`src/rtl/ble_whiten_pkg.sv`:
```
// Shared constants, FSM encoding and bit-count helper for the BLE whitening
// controller and its bit counters.
package ble_whiten_pkg;

    localparam int unsigned CRC_BITS_DEF = 24;
    localparam int unsigned MAX_CHAN_DEF = 39;
    localparam int unsigned CNT_W        = 12;
    localparam int unsigned CHAN_W       = 6;
    localparam int unsigned LEN_W        = 8;

    localparam logic [1:0] ST_IDLE  = 2'd0;
    localparam logic [1:0] ST_LOAD  = 2'd1;
    localparam logic [1:0] ST_RUN   = 2'd2;
    localparam logic [1:0] ST_DRAIN = 2'd3;

    typedef logic [CNT_W-1:0]  cnt_t;
    typedef logic [CHAN_W-1:0] chan_t;
    typedef logic [LEN_W-1:0]  len_t;

    // Bits on air for one packet: PDU bytes times eight plus the CRC tail.
    function automatic cnt_t bit_total(input len_t len, input int unsigned crc);
        return CNT_W'({len, 3'b000}) + CNT_W'(crc);
    endfunction

endpackage

```
`src/rtl/ble_whiten_ctrl_if.sv`:
```
// Serial stream and whitener hookup between the controller (master) and its
// surroundings: upstream source, external whitener and downstream sink.
interface ble_whiten_ctrl_if;
    import ble_whiten_pkg::*;

    logic        s_valid;
    logic        s_data;
    logic        s_ready;
    logic        w_enable;
    chan_t       w_int_d;
    logic        w_valid_in;
    logic        w_data_in;
    logic        w_valid_out;
    logic        w_data_out;
    logic        m_valid;
    logic        m_data;

    modport master (
        input  s_valid, s_data, w_valid_out, w_data_out,
        output s_ready, w_enable, w_int_d, w_valid_in, w_data_in, m_valid, m_data
    );

    modport slave (
        output s_valid, s_data, w_valid_out, w_data_out,
        input  s_ready, w_enable, w_int_d, w_valid_in, w_data_in, m_valid, m_data
    );

endinterface

```
`src/rtl/ble_bit_counter.sv`:
```
// Loadable down-counter with saturation at zero; reports zero and
// "one bit left" so the controller can act on the final decrement.
module ble_bit_counter import ble_whiten_pkg::*; #(
    parameter int unsigned W = CNT_W
) (
    input  logic         clk,
    input  logic         reset,
    input  logic         load_i,
    input  logic [W-1:0] load_val_i,
    input  logic         dec_i,
    output logic         zero_o,
    output logic         last_o
);

    logic [W-1:0] cnt_q;
    logic [W-1:0] cnt_d;

    // NOTE: every always_comb target gets a default first, so no path leaves it unassigned (no latch).
    always_comb begin
        cnt_d = cnt_q;
        if (load_i) begin
            cnt_d = load_val_i;
        end else if (dec_i && (cnt_q != '0)) begin
            cnt_d = cnt_q - W'(1);
        end
    end

    // NOTE: state registers use non-blocking assignments; reset is synchronous and checked first.
    always_ff @(posedge clk) begin
        if (reset) begin
            cnt_q <= '0;
        end else begin
            cnt_q <= cnt_d;
        end
    end

    assign zero_o = (cnt_q == '0);
    assign last_o = (cnt_q == W'(1));

endmodule

```
`src/rtl/ble_whiten_ctrl.sv`:
```
// Packet sequencer in front of an external BLE whitener: seeds it from the
// channel index, feeds the PDU+CRC bit stream through, and counts bits out.
module ble_whiten_ctrl import ble_whiten_pkg::*; #(
    parameter int unsigned CRC_BITS = CRC_BITS_DEF,
    parameter int unsigned MAX_CHAN = MAX_CHAN_DEF
) (
    input  logic              clk,
    input  logic              reset,
    input  logic              start,
    input  logic              abort,
    input  logic [CHAN_W-1:0] chan_idx,
    input  logic [LEN_W-1:0]  pdu_len,
    output logic              busy,
    output logic              done,
    output logic              err,
    ble_whiten_ctrl_if.master bus
);

    localparam chan_t MAX_CHAN_L = CHAN_W'(MAX_CHAN);

    logic [1:0] state_q, state_d;
    chan_t      chan_q, chan_d;
    logic       w_valid_in_q, w_valid_in_d;
    logic       w_data_in_q, w_data_in_d;
    logic       err_q, err_d;
    logic       done_q, done_d;

    logic       cnt_load;
    cnt_t       cnt_init;
    logic       in_dec, in_zero, in_last;
    logic       out_dec, out_zero, out_last;
    logic       in_run, in_drain, active;

    assign in_run   = (state_q == ST_RUN);
    assign in_drain = (state_q == ST_DRAIN);
    assign active   = in_run || in_drain;
    assign cnt_init = bit_total(pdu_len, CRC_BITS);

    assign in_dec  = in_run && bus.s_valid && !in_zero;
    assign out_dec = active && bus.w_valid_out && !out_zero;

    ble_bit_counter #(.W(CNT_W)) u_in_cnt (
        .clk        (clk),
        .reset      (reset),
        .load_i     (cnt_load),
        .load_val_i (cnt_init),
        .dec_i      (in_dec),
        .zero_o     (in_zero),
        .last_o     (in_last)
    );

    ble_bit_counter #(.W(CNT_W)) u_out_cnt (
        .clk        (clk),
        .reset      (reset),
        .load_i     (cnt_load),
        .load_val_i (cnt_init),
        .dec_i      (out_dec),
        .zero_o     (out_zero),
        .last_o     (out_last)
    );

    always_comb begin
        state_d      = state_q;
        chan_d       = chan_q;
        err_d        = 1'b0;
        done_d       = 1'b0;
        w_valid_in_d = 1'b0;
        w_data_in_d  = 1'b0;
        cnt_load     = 1'b0;

        case (state_q)
            ST_IDLE: begin
                if (start) begin
                    if (chan_idx <= MAX_CHAN_L) begin
                        chan_d   = chan_idx;
                        cnt_load = 1'b1;
                        state_d  = ST_LOAD;
                    end else begin
                        err_d = 1'b1;
                    end
                end
            end
            ST_LOAD: begin
                state_d = ST_RUN;
            end
            ST_RUN: begin
                // A gap would make the whitener reseed mid-packet, so it is fatal.
                if (!bus.s_valid) begin
                    err_d   = 1'b1;
                    state_d = ST_IDLE;
                end else begin
                    w_valid_in_d = 1'b1;
                    w_data_in_d  = bus.s_data;
                    if (in_last) begin
                        state_d = ST_DRAIN;
                    end
                end
            end
            ST_DRAIN: begin
                if (out_dec && out_last) begin
                    done_d  = 1'b1;
                    state_d = ST_IDLE;
                end
            end
            default: begin
                state_d = ST_IDLE;
            end
        endcase

        // Abort wins over everything else once a packet is under way.
        if (abort && (state_q != ST_IDLE)) begin
            state_d      = ST_IDLE;
            err_d        = 1'b0;
            done_d       = 1'b0;
            w_valid_in_d = 1'b0;
            w_data_in_d  = 1'b0;
        end
    end

    always_ff @(posedge clk) begin
        if (reset) begin
            state_q      <= ST_IDLE;
            chan_q       <= '0;
            w_valid_in_q <= 1'b0;
            w_data_in_q  <= 1'b0;
            err_q        <= 1'b0;
            done_q       <= 1'b0;
        end else begin
            state_q      <= state_d;
            chan_q       <= chan_d;
            w_valid_in_q <= w_valid_in_d;
            w_data_in_q  <= w_data_in_d;
            err_q        <= err_d;
            done_q       <= done_d;
        end
    end

    assign busy           = (state_q != ST_IDLE);
    assign done           = done_q;
    assign err            = err_q;
    assign bus.s_ready    = in_run;
    assign bus.w_enable   = active;
    assign bus.w_int_d    = chan_q;
    assign bus.w_valid_in = w_valid_in_q;
    assign bus.w_data_in  = w_data_in_q;
    assign bus.m_valid    = active && bus.w_valid_out;
    assign bus.m_data     = active && bus.w_data_out;

endmodule
```
`src/flat_wrapper.sv`:
```
// flat-port wrapper written by rule: the top's interface ports become plain ports
module ble_whiten_ctrl_flat import ble_whiten_pkg::*;
#(
    parameter int unsigned CRC_BITS = CRC_BITS_DEF,
    parameter int unsigned MAX_CHAN = MAX_CHAN_DEF
)
  (clk, reset, start, abort, chan_idx, pdu_len, busy, done, err, bus_s_valid, bus_s_data, bus_w_valid_out, bus_w_data_out, bus_s_ready, bus_w_enable, bus_w_int_d, bus_w_valid_in, bus_w_data_in, bus_m_valid, bus_m_data);
  ble_whiten_ctrl_if bus_i ();
  input  logic clk;
  input  logic reset;
  input  logic start;
  input  logic abort;
  input  logic [CHAN_W-1:0] chan_idx;
  input  logic [LEN_W-1:0] pdu_len;
  output logic busy;
  output logic done;
  output logic err;
  input wire logic [$bits(bus_i.s_valid)-1:0] bus_s_valid;
  input wire logic [$bits(bus_i.s_data)-1:0] bus_s_data;
  input wire logic [$bits(bus_i.w_valid_out)-1:0] bus_w_valid_out;
  input wire logic [$bits(bus_i.w_data_out)-1:0] bus_w_data_out;
  output wire logic [$bits(bus_i.s_ready)-1:0] bus_s_ready;
  output wire logic [$bits(bus_i.w_enable)-1:0] bus_w_enable;
  output wire logic [$bits(bus_i.w_int_d)-1:0] bus_w_int_d;
  output wire logic [$bits(bus_i.w_valid_in)-1:0] bus_w_valid_in;
  output wire logic [$bits(bus_i.w_data_in)-1:0] bus_w_data_in;
  output wire logic [$bits(bus_i.m_valid)-1:0] bus_m_valid;
  output wire logic [$bits(bus_i.m_data)-1:0] bus_m_data;
  assign bus_i.s_valid = bus_s_valid;
  assign bus_i.s_data = bus_s_data;
  assign bus_i.w_valid_out = bus_w_valid_out;
  assign bus_i.w_data_out = bus_w_data_out;
  assign bus_s_ready = bus_i.s_ready;
  assign bus_w_enable = bus_i.w_enable;
  assign bus_w_int_d = bus_i.w_int_d;
  assign bus_w_valid_in = bus_i.w_valid_in;
  assign bus_w_data_in = bus_i.w_data_in;
  assign bus_m_valid = bus_i.m_valid;
  assign bus_m_data = bus_i.m_data;
  ble_whiten_ctrl #(.CRC_BITS(CRC_BITS), .MAX_CHAN(MAX_CHAN)) u_core (.clk(clk), .reset(reset), .start(start), .abort(abort), .chan_idx(chan_idx), .pdu_len(pdu_len), .busy(busy), .done(done), .err(err), .bus(bus_i));
endmodule
```
`config.mk`:
```
export PLATFORM = sky130hd
export DESIGN_NAME = ble_whiten_ctrl_flat
export DESIGN_NICKNAME = d
export VERILOG_FILES = /design/src/rtl/ble_whiten_pkg.sv /design/src/rtl/ble_whiten_ctrl_if.sv /design/src/rtl/ble_bit_counter.sv /design/src/rtl/ble_whiten_ctrl.sv /design/src/flat_wrapper.sv
export SDC_FILE = /design/constraint.sdc
export NUM_CORES = 1
export LEC_CHECK = 0
export CAP_MARGIN = 40
export CORE_ASPECT_RATIO = 0.9
export CORE_MARGIN = 2
export CORE_UTILIZATION = 57
export CTS_BUF_LIST = sky130_fd_sc_hd__clkbuf_8
export DETAILED_ROUTE_END_ITERATION = 8
export DONT_BUFFER_PORTS = 1
export PLACE_DENSITY = 0.77
export RECOVER_POWER = 100
export SYNTH_ARGS = -nofsm -noshare
export SYNTH_HDL_FRONTEND = slang
export SYNTH_SLANG_ARGS = --single-unit
```
`constraint.sdc`:
```
create_clock -name clk -period 3.4 [get_ports clk]
set_input_delay 0.68 -clock clk [delete_from_list [all_inputs] [get_ports clk]]
set_output_delay 0.68 -clock clk [all_outputs]
set_load 0.01 [all_outputs]
```
==> flow_metrics.py, run 1 <==
metrics = {
    "status": {
        "status": "finished, final reports clean",
    },
    "clock_tree": {
        "post-cts-setup-buffers": 0,
        "cts-root-buf": "clkbuf_8",
        "cts.hold.buffers_added": 0,
        "cts_buffers": 5,
        "path_clk_slew_ns": 0.07,
        "clk_latency_ns": 0.29,
        "cts_tree": "done",
        "cts_resized": 0,
        "htreeDepth": 2,
        "clockBufferDepth": 2,
        "cts.sinks": 36,
    },
    "grt": {
        "use_met3": 0.0810,
        "grt_overflow": 0,
        "use_met2": 0.347,
        "antenna_found_initial": 0,
        "grt-busiest-layer": "met1",
        "use_met1": 0.349,
        "track_usage": 0.241,
        "grt_max_degree": 23,
        "grt_pass1_vias": 1514,
        "grt_pass1_wl_um": 7200,
    },
    "critical_path": {
        "setup.worst_path.class": "flop to flop",
        "start_kind": "flop",
        "critPathCaptureType": "flop",
        "critPathMaxStageDelay_ns": 0.95,
        "cp.arrival_ns": 2.80,
        "cp_max_fo": 19,
        "critPathBufInv": 1,
        "required_ns": 3.62,
        "crit_slowest_cell": "nor2_1",
        "crit_chain": "clkbuf_1 > or3b_1 > nor2_1 > o21ai_0 > a31oi_1",
        "crit_family": "simple AND/OR/NAND/NOR gates",
    },
    "floorplan": {
        "start_util": 0.594,
        "die_w_um": 66.3,
        "fp.dieArea_sq_mm": 0.00399,
        "core_sq_mm": 0.00335,
        "die_h_um": 60.1,
        "core.rowCount": 20,
        "io_pins": 37,
    },
    "place": {
        "dp_hpwl_um": 3300,
        "gp_congestion": 0.920,
        "port_buffers": 0,
    },
    "route": {
        "dr.pass1.iters": 4,
        "postRouteAntennaNets": 0,
        "avgViaCountPerCell": 6.30,
        "drc_errors": 0,
        "drtIter0Drc": 94,
        "wire_per_inst_um": 16.0,
        "wl_um": 4490,
        "vias": 1763,
    },
    "sta": {
        "fin_worst_hold_slack_ns": 0.447,
        "max_freq_ghz": 0.388,
        "finalCriticalPeriod_ns": 2.58,
        "setup_viol": 0,
        "tightest_slew_ns": 1.25,
        "timing.final.crit_share": 0.758,
        "relSlewSlack": 0.163,
        "grt_setup_unrepaired": "no",
        "hold_viol": 0,
        "finalMaxSlewViolations": 0,
        "fin_skew_ns": 0.00531,
        "tns_ns": 0,
    },
    "synthesis": {
        "synthTopCellsByArea": "dfxtp_1, a31oi_1, ha_1, nand2_1, or4_1",
        "ys_ff_latch": 36,
        "syn_avg_cell_area_sq_um": 8.41,
        "synth_edf_count": 0,
        "yosys.area.top_type": "dfxtp_1",
        "synth_cell_types": 47,
        "yosys_most_used_dff": "dfxtp_1",
        "synthCells": 237,
        "netlist.area_leader.share": 0.362,
        "ys_seq_area_frac": 0.362,
        "yosysWarnings": 0,
        "syn_nets": 266,
        "netlist_area_sq_mm": 0.00199,
        "async_reset_ff_frac": 0,
    },
    "final_layout": {
        "n_fill_cell": 310,
        "n_antenna_cell": 0,
        "synthToLayoutAreaGrowth_pct": 5.34,
        "drive_above_1_share": 0.0678,
        "final_nets": 264,
        "multi_input_area_sq_mm": 0.00119,
        "seq_area_sq_um": 721,
    },
    "pwr": {
        "power_density_mw_per_mm2": 441,
        "peakVddDrop_v": 0.000318,
        "p_leak_nw": 0.757,
    },
    "job": {
        "max-cap-violations": 0,
    },
    "worst_hold_path": {
        "hold_path_class": "input port to flop",
    },
}
-- cells in the final DEF (no fill, tap or decap), drive strengths merged, types with 4 or more instances in the layout --
cell type,synthesis,routed
a31oi,14,14
or4,10,10
nor4b,4,4
or2,5,5
clkbuf,8,7
a311oi,5,5
ha,7,7
nor3,10,10
o31ai,5,5
nor2,16,16
nor4,4,4
nand2,20,20
a211oi,5,5
a21o,6,6
inv,10,12
nand4,6,6
or3,4,4
a21oi,12,12
dfxtp,36,36
xor2,5,5
o21ai,9,9
-- metal layers --
| metal | share of wire | wire (um) |
|---|---|---|
| met1 | 0.50 | 2230 |
| met2 | 0.43 | 1930 |
| met3 | 0.065 | 294 |
| met4 | 0.0085 | 38 |
| met5 | 0 | 0 |
-- where the power goes --
group	total (mW)	internal [mW]	switching, mW
Sequential	0.473	0.445	0.0275
Clock	0.311	0.159	0.152
Combinational	0.142	0.0582	0.0839
-- final timing paths --
| kind | to | start | depth (start not counted) | slack, ns |
|---|---|---|---|---|
| worst max register to register | u_core.u_in_cnt.cnt_q[10] | u_core.state_q[1] | 5 | 0.82 |
| worst max-delay path | u_core.u_in_cnt.cnt_q[10] | u_core.state_q[1] | 5 | 0.82 |
| worst min register to register | u_core.u_out_cnt.cnt_q[2] | u_core.u_out_cnt.cnt_q[2] | 2 | 0.49 |
| worst min-delay path | u_core.bus.w_int_d[4] | reset | 1 | 0.45 |
-- per-stage QoR --
step                      instances  total power [mW]  instance area [sq um]  setup slack (ns)   util
after floorplan                 237             0.597                   1990              1.44      -
after detailed placement        272             0.622                   2020              1.03  0.601
final                           280             0.926                   2100             0.822  0.626
after global placement          272             0.620                   2020              1.06  0.601
after CTS                       280             0.925                   2110              1.19  0.628
after global routing            280             0.978                   2100             0.622  0.626
-- sequential cells by signal (all words and copies together) (netlist names) --
signal / count
u_core.u_out_cnt.cnt_q: 12
u_core.state_q: 2
u_core.bus.w_int_d: 6
u_core.bus.w_valid_in: 1
u_core.err: 1
u_core.done: 1
u_core.u_in_cnt.cnt_q: 12
u_core.bus.w_data_in: 1
-- cell type report --
cell class	instances	area share
Multi-Input combinational cell	181	0.568
Clock inverter	2	0.00358
Inverter	10	0.0179
Sequential cell	36	0.343
Timing Repair Buffer	1	0.00179
Tap cell	44	0.0262
Clock buffer	6	0.0393
-- synthesized netlist by cell type, drive strengths merged, types with 3 or more instances --
library cell,n
nand2b,3
o31ai,5
a311oi,5
dfxtp,36
a21oi,12
or3,4
nor3,10
o21ai,9
nor4b,4
nand3b,3
or2,5
a211oi,5
nand4,6
a21o,6
nor2,16
and2,3
a31oi,14
nand2,20
ha,7
xnor2,3
inv,10
xor2,5
or4,10
clkbuf,8
nor4,4
-- cell families (layout without fill, tap and decap cells) --
logic type / after synthesis / after routing / synth area share
simple gates: 101 / 101 / 0.303
compound gates: 64 / 64 / 0.213
fa+ha+maj: 7 / 7 / 0.0439
buf+inv: 20 / 19 / 0.0389
mux: 1 / 1 / 0.00502
flops: 36 / 36 / 0.362
xor+xnor: 8 / 8 / 0.0352
No activity file was read; power rests on OpenSTA's default activity.
==> run 2, diff against run 1 <==
Settings changed: PLACE_DENSITY 0.77 to 0.8.
Clock period 3.4 ns to 2.3 ns, I/O delays scaled along.
==> run 2 against run 1 <==
Non-clock buffer count up 3. Wire length down 0.11%. Clock-buffer cell count fell by 1. Worst hold slack worse by 0.22 ns. Largest power group unchanged. First-iteration DRC count increased by 3.2%. Clock power increased by 74%. Cell count grew 1.1%. Sequential power rose by 48%. Via count grew 1.0%.
==> flow_metrics.py, run 2 (synthesis gave the netlist of run 1 again) <==
metrics = {
    "sta": {
        "finalMaxSlewViolations": 0,
        "worst_slack_ns": 0.173,
        "relSlewSlack": 0.398,
        "setup_viol": 0,
        "grt_setup_unrepaired": "no",
        "hold_viol": 0,
        "tns_ns": 0,
        "timing.final.crit_share": 0.925,
        "fin_skew_ns": 0.00944,
        "finalCriticalPeriod_ns": 2.13,
        "tightest_slew_ns": 0.900,
        "max_freq_ghz": 0.470,
    },
    "clock_tree": {
        "htreeDepth": 2,
        "path_clk_slew_ns": 0.08,
        "cts_buffers": 5,
        "cts.hold.buffers_added": 0,
        "cts_tree": "done",
        "cts_resized": 0,
        "cts-root-buf": "clkbuf_8",
        "cts.sinks": 36,
        "clockBufferDepth": 2,
        "clk_latency_ns": 0.29,
        "post-cts-setup-buffers": 0,
    },
    "worst_hold_path": {
        "hold_path_class": "input port to flop",
    },
    "route": {
        "dr.pass1.iters": 4,
        "wire_per_inst_um": 15.9,
        "drtIter0Drc": 97,
        "postRouteAntennaNets": 0,
        "vias": 1781,
        "wl_um": 4490,
        "avgViaCountPerCell": 6.29,
        "drc_errors": 0,
    },
    "pwr": {
        "p_leak_nw": 0.773,
        "p_comb_frac": 0.149,
        "peakVddDrop_v": 0.000447,
        "pwr-share-seq": 0.480,
        "sw_frac_of_total": 0.269,
        "p_int_mw": 1.07,
        "clockPowerShare": 0.371,
        "power_density_mw_per_mm2": 683,
        "p_switching_mw": 0.392,
    },
    "job": {
        "max-cap-violations": 0,
    },
    "floorplan": {
        "start_util": 0.594,
        "fp.dieArea_sq_mm": 0.00399,
        "core.rowCount": 20,
        "core_sq_mm": 0.00335,
        "io_pins": 37,
        "die_h_um": 60.1,
        "die_w_um": 66.3,
    },
    "grt": {
        "track_usage": 0.235,
        "antenna_found_initial": 0,
        "grt_overflow": 0,
        "grt_pass1_wl_um": 7110,
        "grt_max_degree": 23,
        "grt_pass1_vias": 1547,
    },
    "status": {
        "status": "finished, final reports clean",
    },
    "critical_path": {
        "required_ns": 2.49,
        "cp.arrival_ns": 2.32,
        "start_kind": "flop",
        "critPathCaptureType": "flop",
        "cp_max_fo": 5,
        "setup.worst_path.class": "flop to flop",
    },
    "place": {
        "port_buffers": 0,
        "gp_congestion": 0.910,
        "dp_slack_ns": 0.199,
        "dp_hpwl_um": 3300,
    },
    "final_layout": {
        "synthToLayoutAreaGrowth_pct": 7.22,
        "layout.cells.most_common": "dfxtp_1",
        "layout_common_cells": "dfxtp_1, nand2_1, nor2_1",
        "final_nets": 267,
        "drive_above_1_share": 0.0879,
        "n_antenna_cell": 0,
    },
}
-- run 2: cell count changes in the layout (fill, tap and decap cells not counted) --
cell	delta
buf_4	+2
and4bb_1	-1
and4bb_2	+1
bufinv_16	+1
clkbuf_2	+1
clkbuf_8	-1
clkinv_2	+1
inv_1	-1
or2_0	+1
or2_1	-1
-- run 2: cell type report --
class,count,area [sq um]
fill,309,1220
inverter,10,37.5
clock buffer,5,68.8
tap,44,55.1
multi-input combinational,181,1190
sequential,36,721
timing repair buffer,4,23.8
clock inverter,3,38.8
-- run 2: power groups by stage --
| stage | combinational [mW] | sequential [mW] | clock (mW) |
|---|---|---|---|
| after floorplan | 0.181 | 0.701 | 0 |
| after global placement | 0.212 | 0.712 | 0 |
| after detailed placement | 0.217 | 0.712 | 0 |
| after CTS | 0.218 | 0.698 | 0.554 |
| after global routing | 0.243 | 0.704 | 0.587 |
| final | 0.217 | 0.700 | 0.542 |
-- run 2: worst paths after layout --
path,end,cells after the start,from,slack (ns)
worst max register to register,u_core.u_in_cnt.cnt_q[4],6,u_core.u_in_cnt.cnt_q[0],0.17
worst max-delay path,u_core.u_in_cnt.cnt_q[4],6,u_core.u_in_cnt.cnt_q[0],0.17
worst min register to register,u_core.bus.w_int_d[2],2,u_core.bus.w_int_d[2],0.49
worst min-delay path,u_core.bus.w_int_d[4],1,reset,0.23
-- run 2: per-stage QoR --
stage	hold slack [ns]	instance area, sq um	instances	util	power (mW)
after floorplan	0.463	1990	237	-	0.882
after global placement	0.482	2040	275	0.608	0.923
after detailed placement	0.486	2040	275	0.608	0.929
after CTS	0.220	2150	283	0.640	1.47
after global routing	0.209	2140	283	0.637	1.53
final	0.228	2140	283	0.637	1.46
-- run 2: critical path, stage by stage (launching register included) --
cell	delay (ns)
dfxtp_1	0.35
inv_1	0.16
ha_1	0.20
or4b_1	0.48
or3_4	0.38
and3_4	0.19
a211oi_1	0.27
-- run 2: routing by layer --
layer / wire length, um / global-route usage / part of all wire
met1: 2150 / 0.344 / 0.48
met2: 1970 / 0.334 / 0.44
met3: 317 / 0.0621 / 0.071
met4: 40 / 0.0758 / 0.0089
met5: 0 / 0 / 0
